<file path="src/rtl/fm_add_par_bram_wr.sv">
// -----------------------------------------------------------------------------
// fm_add_par_bram_wr
//
// Downstream stage of the feature-map-add serial-to-parallel packer. Each wide
// par/par_valid beat is written as one BRAM word at base_addr + n, where n is
// the index of the write within the frame. The address wraps modulo
// 2^BRAM_ADDR_WIDTH.
//
// The packer cannot be stalled, so a small FIFO absorbs cycles in which the
// BRAM port is not granted. A beat that arrives while the FIFO is full, and
// with no pop in the same cycle, is lost. A lost beat sets the sticky drop flag.
// frame_done pulses together with the FRAME_BEATS-th write strobe.
//
// Optional build macro: FM_ADD_PAR_WR_DROP_CNT_EN
//   Adds output drop_cnt[15:0], a saturating count of lost beats. It is
//   cleared by reset and by an accepted start.
//
// Ports:
//   clk, rst     clock, synchronous active-high reset
//   start        one-cycle pulse; arms a frame when in IDLE
//   base_addr    first write address, sampled on an accepted start
//   par          parallel beat (APP_DATA_WIDTH*SEQ_CNT bits)
//   par_valid    beat strobe
//   bram_ready   BRAM grant; high = a write may be issued next cycle
//   bram_en/we   BRAM enable / write enable
//   bram_addr    write address
//   bram_din     write data
//   busy         high while the frame is running
//   frame_done   one-cycle pulse with the final write strobe
//   fifo_full    registered: FIFO occupancy == FIFO_DEPTH
//   drop         sticky: a beat was lost during this frame
// -----------------------------------------------------------------------------
module fm_add_par_bram_wr #(
  parameter int SEQ_CNT         = 5,
  parameter int APP_DATA_WIDTH  = 64,
  parameter int BRAM_ADDR_WIDTH = 10,
  parameter int FRAME_BEATS     = 1024,
  parameter int FIFO_DEPTH      = 4
) (
  input  logic                                clk,
  input  logic                                rst,
  input  logic                                start,
  input  logic [BRAM_ADDR_WIDTH-1:0]          base_addr,
  input  logic [APP_DATA_WIDTH*SEQ_CNT-1:0]   par,
  input  logic                                par_valid,
  input  logic                                bram_ready,
  output logic                                bram_en,
  output logic                                bram_we,
  output logic [BRAM_ADDR_WIDTH-1:0]          bram_addr,
  output logic [APP_DATA_WIDTH*SEQ_CNT-1:0]   bram_din,
  output logic                                busy,
  output logic                                frame_done,
  output logic                                fifo_full,
  output logic                                drop
`ifdef FM_ADD_PAR_WR_DROP_CNT_EN
  ,
  output logic [15:0]                         drop_cnt
`endif
);

  localparam int PAR_W  = APP_DATA_WIDTH * SEQ_CNT;
  localparam int PTR_W  = $clog2(FIFO_DEPTH);
  localparam int OCC_W  = PTR_W + 1;
  localparam int BEAT_W = $clog2(FRAME_BEATS + 1);

  localparam logic [OCC_W-1:0]  DEPTH_C = OCC_W'(FIFO_DEPTH);
  localparam logic [BEAT_W-1:0] BEATS_C = BEAT_W'(FRAME_BEATS);
  localparam logic [BEAT_W-1:0] LAST_C  = BEAT_W'(FRAME_BEATS - 1);

  typedef enum logic [1:0] {IDLE, RUN, DONE} state_t;

  state_t                     state_q, state_d;
  logic [PAR_W-1:0]           mem [FIFO_DEPTH];
  logic [PTR_W-1:0]           rd_ptr_q, wr_ptr_q;
  logic [OCC_W-1:0]           occ_q, occ_d;
  logic [BEAT_W-1:0]          push_cnt_q, wr_cnt_q;
  logic [BRAM_ADDR_WIDTH-1:0] base_q;

  logic arm, push_req, push, pop, lost, last_pop;

  // Datapath decisions for this cycle.
  // NOTE: every always_comb output gets a default first, so no path can leave
  // it unassigned and infer a latch.
  always_comb begin
    arm      = (state_q == IDLE) && start;
    push_req = (state_q == RUN) && par_valid && (push_cnt_q < BEATS_C);
    // The pop looks only at the registered occupancy. A beat pushed into an
    // empty FIFO is therefore stored first and popped one cycle later.
    pop      = (state_q == RUN) && (occ_q != '0) && bram_ready;
    // A full FIFO still accepts a beat when the head leaves in the same cycle.
    push     = push_req && ((occ_q != DEPTH_C) || pop);
    lost     = push_req && !push;
    last_pop = pop && (wr_cnt_q == LAST_C);

    occ_d = occ_q;
    case ({push, pop})
      2'b10:   occ_d = occ_q + 1'b1;
      2'b01:   occ_d = occ_q - 1'b1;
      default: occ_d = occ_q;
    endcase
  end

  // FSM next state and state-decoded outputs.
  always_comb begin
    state_d    = state_q;
    busy       = 1'b0;
    frame_done = 1'b0;
    case (state_q)
      IDLE: if (start) state_d = RUN;
      RUN: begin
        busy = 1'b1;
        if (last_pop) state_d = DONE;
      end
      DONE: begin
        frame_done = 1'b1;
        state_d    = IDLE;
      end
      default: state_d = IDLE;
    endcase
  end

  // NOTE: sequential state uses non-blocking assignments only. All registers
  // then update together at the edge, whatever order the statements are in.
  always_ff @(posedge clk) begin
    if (rst) begin
      state_q    <= IDLE;
      rd_ptr_q   <= '0;
      wr_ptr_q   <= '0;
      occ_q      <= '0;
      push_cnt_q <= '0;
      wr_cnt_q   <= '0;
      base_q     <= '0;
      bram_en    <= 1'b0;
      bram_we    <= 1'b0;
      bram_addr  <= '0;
      bram_din   <= '0;
      fifo_full  <= 1'b0;
      drop       <= 1'b0;
    end else begin
      state_q <= state_d;
      bram_en <= pop;
      bram_we <= pop;
      if (arm) begin
        base_q     <= base_addr;
        rd_ptr_q   <= '0;
        wr_ptr_q   <= '0;
        occ_q      <= '0;
        push_cnt_q <= '0;
        wr_cnt_q   <= '0;
        fifo_full  <= 1'b0;
        drop       <= 1'b0;
      end else begin
        if (push) begin
          wr_ptr_q   <= wr_ptr_q + 1'b1;
          push_cnt_q <= push_cnt_q + 1'b1;
        end
        if (pop) begin
          rd_ptr_q  <= rd_ptr_q + 1'b1;
          wr_cnt_q  <= wr_cnt_q + 1'b1;
          // The address wraps naturally at the BRAM address width.
          bram_addr <= base_q + BRAM_ADDR_WIDTH'(wr_cnt_q);
          bram_din  <= mem[rd_ptr_q];
        end
        occ_q     <= occ_d;
        fifo_full <= (occ_d == DEPTH_C);
        if (lost) drop <= 1'b1;
      end
    end
  end

  // NOTE: FIFO storage has no reset. Occupancy and the pointers decide which
  // entries are valid, and leaving the array unreset lets it map onto plain
  // RAM/SRL cells.
  always_ff @(posedge clk) begin
    if (push) mem[wr_ptr_q] <= par;
  end

`ifdef FM_ADD_PAR_WR_DROP_CNT_EN
  always_ff @(posedge clk) begin
    if (rst) begin
      drop_cnt <= '0;
    end else if (arm) begin
      drop_cnt <= '0;
    end else if (lost && (drop_cnt != 16'hFFFF)) begin
      drop_cnt <= drop_cnt + 16'd1;
    end
  end
`endif

endmodule
</file>
<file path="config.mk">
export PLATFORM = sky130hd
export DESIGN_NAME = fm_add_par_bram_wr
export DESIGN_NICKNAME = d
export VERILOG_FILES = /design/src/rtl/fm_add_par_bram_wr.sv
export SDC_FILE = /design/constraint.sdc
export NUM_CORES = 2
export LEC_CHECK = 0
export ABC_AREA = 1
export CAP_MARGIN = 0
export CORE_MARGIN = 2
export CORE_UTILIZATION = 56
export DETAILED_ROUTE_END_ITERATION = 7
export GPL_TIMING_DRIVEN = 0
export MAX_ROUTING_LAYER = met4
export PLACE_DENSITY = 0.79
export RECOVER_POWER = 50
export SLEW_MARGIN = 30
export SYNTH_ARGS = -nofsm -noshare
export SYNTH_HDL_FRONTEND = slang
export SYNTH_SLANG_ARGS = --single-unit
</file>
<file path="constraint.sdc">
create_clock -name clk -period 20.4 [get_ports clk]
set_input_delay 3.06 -clock clk [delete_from_list [all_inputs] [get_ports clk]]
set_output_delay 3.06 -clock clk [all_outputs]
set_load 0.005 [all_outputs]
</file>
==> metrics.log <==
[metrics] slowest CP cell: sky130_fd_sc_hd__clkbuf_1
[metrics] Max Clock Freq: approximately 0.14 GHz
[metrics] startpoint types: input port
[metrics] Final Wtd Congestion: slightly below 0.9
[metrics] Critical Path RT: ~21 ns
[metrics] maximum number of pins on one net before global-route repair: 22
[metrics] clk sink count: between 1,500 and 2,000
[metrics] maximum number of buffers from clock root to sink: 3
[metrics] standby leakage power: around 27 nW
[metrics] unrepaired setup endpoints after global routing: false
[metrics] switching power: between 1 and 1.5 mW
[metrics] clk slew on worst S/H paths: about 0.060 ns
[metrics] initial DRC count: between 5,000 and 6,000
[metrics] final cell count without fillers: ~7,500
[metrics] synthesized flop and latch total: ~1,700
[metrics] multi-input combinational cell area: ~13,000 µm²
[metrics] wire length of the first global-routing pass: 262,000 µm
[metrics] average size of a mapped cell: between 10 and 15 µm²
[metrics] number of global-route vias before repair: 43,100
[metrics] count of max-cap constraint violations: 2
[metrics] compound-gate portion of the synthesized area: 0.116
[metrics] sequence of cells on the critical path: dlygate4sd3_1, nand2_1, nor2_1, o21ai_0, clkbuf_1, clkbuf_1, nor2_1, clkbuf_1, clkbuf_1, buf_16, buf_16, buf_16, buf_16
[metrics] stage delay of the slowest cell on the critical path: ~0.8 ns
[metrics] area of the core region: between 100,000 and 150,000 µm²
[metrics] final cycle utilization of the critical path: 0.351
[metrics] Crit Path Class: in2reg
[metrics] Layout Cell Area excl Fill: ~77,000 µm²
[metrics] Rows: 121
[metrics] headroom to the max-slew limit: -0.165
[metrics] portion of total power attributed to sequential cells: 0.533
[metrics] via count: ~44,000
[metrics] vertical die dimension: around 330 µm
[metrics] Post-Synth Adder-Cell Area: 0.00374
[metrics] Synth Warn #: 0
[metrics] endpoint class of the critical path: flip-flop
[metrics] Final Power: 6.94 mW
[metrics] slew of the pin with the lowest slew margin: between 1.5 and 2 ns
[metrics] status: finished with violations
[metrics] Post-CTS Repair Setup Buffers: 0
[metrics] max-slew violation total from the final report: 25
[metrics] number of buffer cells added on primary ports: 670
[metrics] number of hold-slack violations in the final timing report: 0
[metrics] Num CTS Buffers: approximately 160
[metrics] synthesized cell area: between 60,000 and 70,000 µm²
[metrics] HP Class: reg2reg
[metrics] switching portion of total power: 0.207
[metrics] Placed Instances: 7,076
[metrics] Synth Area in Simple Gates: 0.0944
[metrics] Die Wd: 334 µm
[metrics] violated checks: max-capacitance violations, max-slew violations
[metrics] largest fanout on the critical path: 19
[metrics] share of final-layout standard cells stronger than drive strength 1: 0.0839
[metrics] cell area power density: 90.2 nW/µm²
[metrics] antenna violations before repair: roughly 110
[metrics] area of all sequential standard cells: 45,900 µm²
[metrics] Arrival @ worst endpoint: 7.63 ns
[metrics] flop-to-flop setup slack: roughly 16 ns
[metrics] proportion of register bits with asynchronous set or reset after synthesis: 0
[metrics] post-synthesis cell count: 4,914
[metrics] WL/cell: around 24 µm
[metrics] total I/O pin count: 671
[metrics] post-synth cell types: 32
[metrics] relative contribution of the clock network to total power: 0.428
[metrics] Top FF cell, synth: sky130_fd_sc_hd__edfxtp_1
[metrics] internal power summed over all cells: about 5.5 mW
[metrics] Initial Util: 0.562
[metrics] clock latency at the later pin of the worst-skew pair: roughly 0.77 ns
[metrics] DRC viols: 0
[metrics] syn nets: between 5,000 and 6,000
[metrics] Seq/Total Area, Yosys: 0.754
[metrics] root cell of the clock tree: sky130_fd_sc_hd__clkbuf_16
[metrics] routed wire length: about 180,000 µm
[metrics] instance area after placement: 71,600 µm²
[metrics] Layout area overhead: 26.3%
[metrics] worst vdd rail ir drop: a little over 0.00008 V
[metrics] overflow left after global routing: 0
[metrics] Post-Route Skew: between 0.03 and 0.04 ns
[metrics] half-perimeter wire length of the detailed placement result: between 100,000 and 150,000 µm
[metrics] depth of the CTS H-tree: 4
[metrics] CTS Hold Buffers Added: 0
[metrics] post-CTS resize count: 0
[metrics] area of the die: between 100,000 and 150,000 µm²
[metrics] clock tree from TritonCTS: built
[metrics] post-route minimum period: approximately 7.2 ns
[metrics] combinational share of power: 0.039
[metrics] total iterations of the first detailed-routing run: 6
[metrics] number of nets with antenna violations after routing: 0
[metrics] net count reported at finish: 6,175
[metrics] setup TNS: 0 ns
[metrics] total setup violations reported at the end of the flow: 0
[metrics] mean number of vias per cell: approximately 6
[metrics] fillcell total: 6,827
[metrics] global-route usage over all layers: 0.322
[metrics] dominant combinational cell family by area after synthesis: compound AO/OA/AOI/OAI gates
[metrics] multiplexer share of the synthesized area: 0
[metrics] count of flip-flops with a built-in enable after synthesis: between 1,000 and 1,500
[metrics] area share of xor/xnor cells in the synthesized design: 0.00144
[through the flow]
step	hold slack [ns]	setup slack, ns	utilization
floorplan	0.423	2.31	-
global placement	0.443	-8.86	0.640
detailed placement	0.449	13.97	0.660
CTS	0.463	14.75	0.709
global route	0.487	13.02	0.710
finish	0.462	13.24	0.710
[flip-flops by register name, indices dropped and copies added (netlist names), 3 cells and up]
| register | count |
|---|---|
| bram_addr | 10 |
| push_cnt_q | 11 |
| mem | 1280 |
| base_q | 10 |
| occ_q | 3 |
| bram_din | 320 |
| wr_cnt_q | 11 |
[Yosys cell counts, types with 15 or more instances]
master,count,area share
sky130_fd_sc_hd__dfxtp_1,374,0.12
sky130_fd_sc_hd__buf_2,155,0.013
sky130_fd_sc_hd__a21oi_1,30,0.0025
sky130_fd_sc_hd__nand2_1,107,0.0066
sky130_fd_sc_hd__o21ai_1,82,0.0067
sky130_fd_sc_hd__ha_1,15,0.0031
sky130_fd_sc_hd__nor2_1,1321,0.081
sky130_fd_sc_hd__buf_4,36,0.0044
sky130_fd_sc_hd__o21ai_0,899,0.074
sky130_fd_sc_hd__inv_1,58,0.0036
sky130_fd_sc_hd__edfxtp_1,1280,0.63
sky130_fd_sc_hd__a31oi_1,321,0.033
sky130_fd_sc_hd__clkbuf_1,130,0.0080
sky130_fd_sc_hd__nand3_1,46,0.0038
[final cells by class]
type                            count  share of cell area
Clock inverter                     80              0.0107
Inverter                           65             0.00319
Timing Repair Buffer              748               0.113
Buffer                            332              0.0202
Tap cell                         1414              0.0230
Clock buffer                      219              0.0585
Antenna cell                      117             0.00380
Multi-Input combinational cell   2863               0.171
Sequential cell                  1654               0.597
[worst max-delay path: cells and delay by family]
kind / cells / cell delay (ns)
buf+inv: 9 / 3.45
simple gates: 3 / 0.85
compound gates: 1 / 0.22
[power by group through the flow]
stage / Clock (mW) / Combinational, mW / Sequential, mW
after floorplan: 0 / 0.0907 / 3.79
after global placement: 0 / 0.251 / 3.81
after detailed placement: 0 / 0.280 / 3.77
after CTS: 2.98 / 0.285 / 3.70
after global routing: 3.11 / 0.293 / 3.70
final: 2.97 / 0.273 / 3.70
[cell families (layout without fill, tap and decap cells)]
family | after synthesis | after routing
other | 0 | 117
XOR/XNOR | 10 | 10
AO/OA/AOI/OAI | 1335 | 1335
adder cells (fa/ha/maj) | 17 | 17
flip-flops | 1654 | 1654
AND/OR/NAND/NOR | 1501 | 1501
buffers and inverters | 397 | 1444
[layout by cell type, fill, tap and decap left out, types with 7 or more instances in the layout]
master,Yosys,layout
sky130_fd_sc_hd__bufinv_16,0,12
sky130_fd_sc_hd__clkinv_2,0,32
sky130_fd_sc_hd__nand2_1,107,108
sky130_fd_sc_hd__a21oi_1,30,30
sky130_fd_sc_hd__nand3_1,46,46
sky130_fd_sc_hd__diode_2,0,117
sky130_fd_sc_hd__buf_1,7,7
sky130_fd_sc_hd__nor3_1,12,12
sky130_fd_sc_hd__edfxtp_1,1280,1280
sky130_fd_sc_hd__ha_1,15,15
sky130_fd_sc_hd__buf_2,155,136
sky130_fd_sc_hd__dfxtp_1,374,374
sky130_fd_sc_hd__clkbuf_1,130,193
sky130_fd_sc_hd__nand4_1,8,8
sky130_fd_sc_hd__nor2_1,1321,1323
sky130_fd_sc_hd__buf_4,36,33
sky130_fd_sc_hd__clkbuf_16,0,164
sky130_fd_sc_hd__inv_1,58,59
sky130_fd_sc_hd__dlygate4sd3_1,0,368
sky130_fd_sc_hd__clkdlybuf4s50_1,0,302
sky130_fd_sc_hd__a31oi_1,321,321
sky130_fd_sc_hd__clkbuf_8,0,19
sky130_fd_sc_hd__clkinv_1,2,18
sky130_fd_sc_hd__buf_16,0,71
sky130_fd_sc_hd__o21ai_0,899,942
sky130_fd_sc_hd__o21ai_1,82,39
[per-layer routing]
| layer | wire length [µm] | share of wire | vias to the layer above | GRT usage |
|---|---|---|---|---|
| met4 | 8600 | 0.048 | 0 | 0.163 |
| li1 | - | - | 19600 | - |
| met3 | 20900 | 0.12 | 473 | 0.0862 |
| met1 | 62400 | 0.35 | 21500 | 0.379 |
| met5 | 0 | 0 | - | - |
| met2 | 87400 | 0.49 | 2730 | 0.512 |
[final timing paths]
check	end	start	cells after the start
setup / recovery	mem[1][9]	par_valid	13
hold / removal	base_q[9]	base_q[9]	2
setup reg to reg	mem[1][9]	state_q[0]	12
hold reg to reg	base_q[9]	base_q[9]	2
No activity file was read; power rests on OpenSTA's default activity.
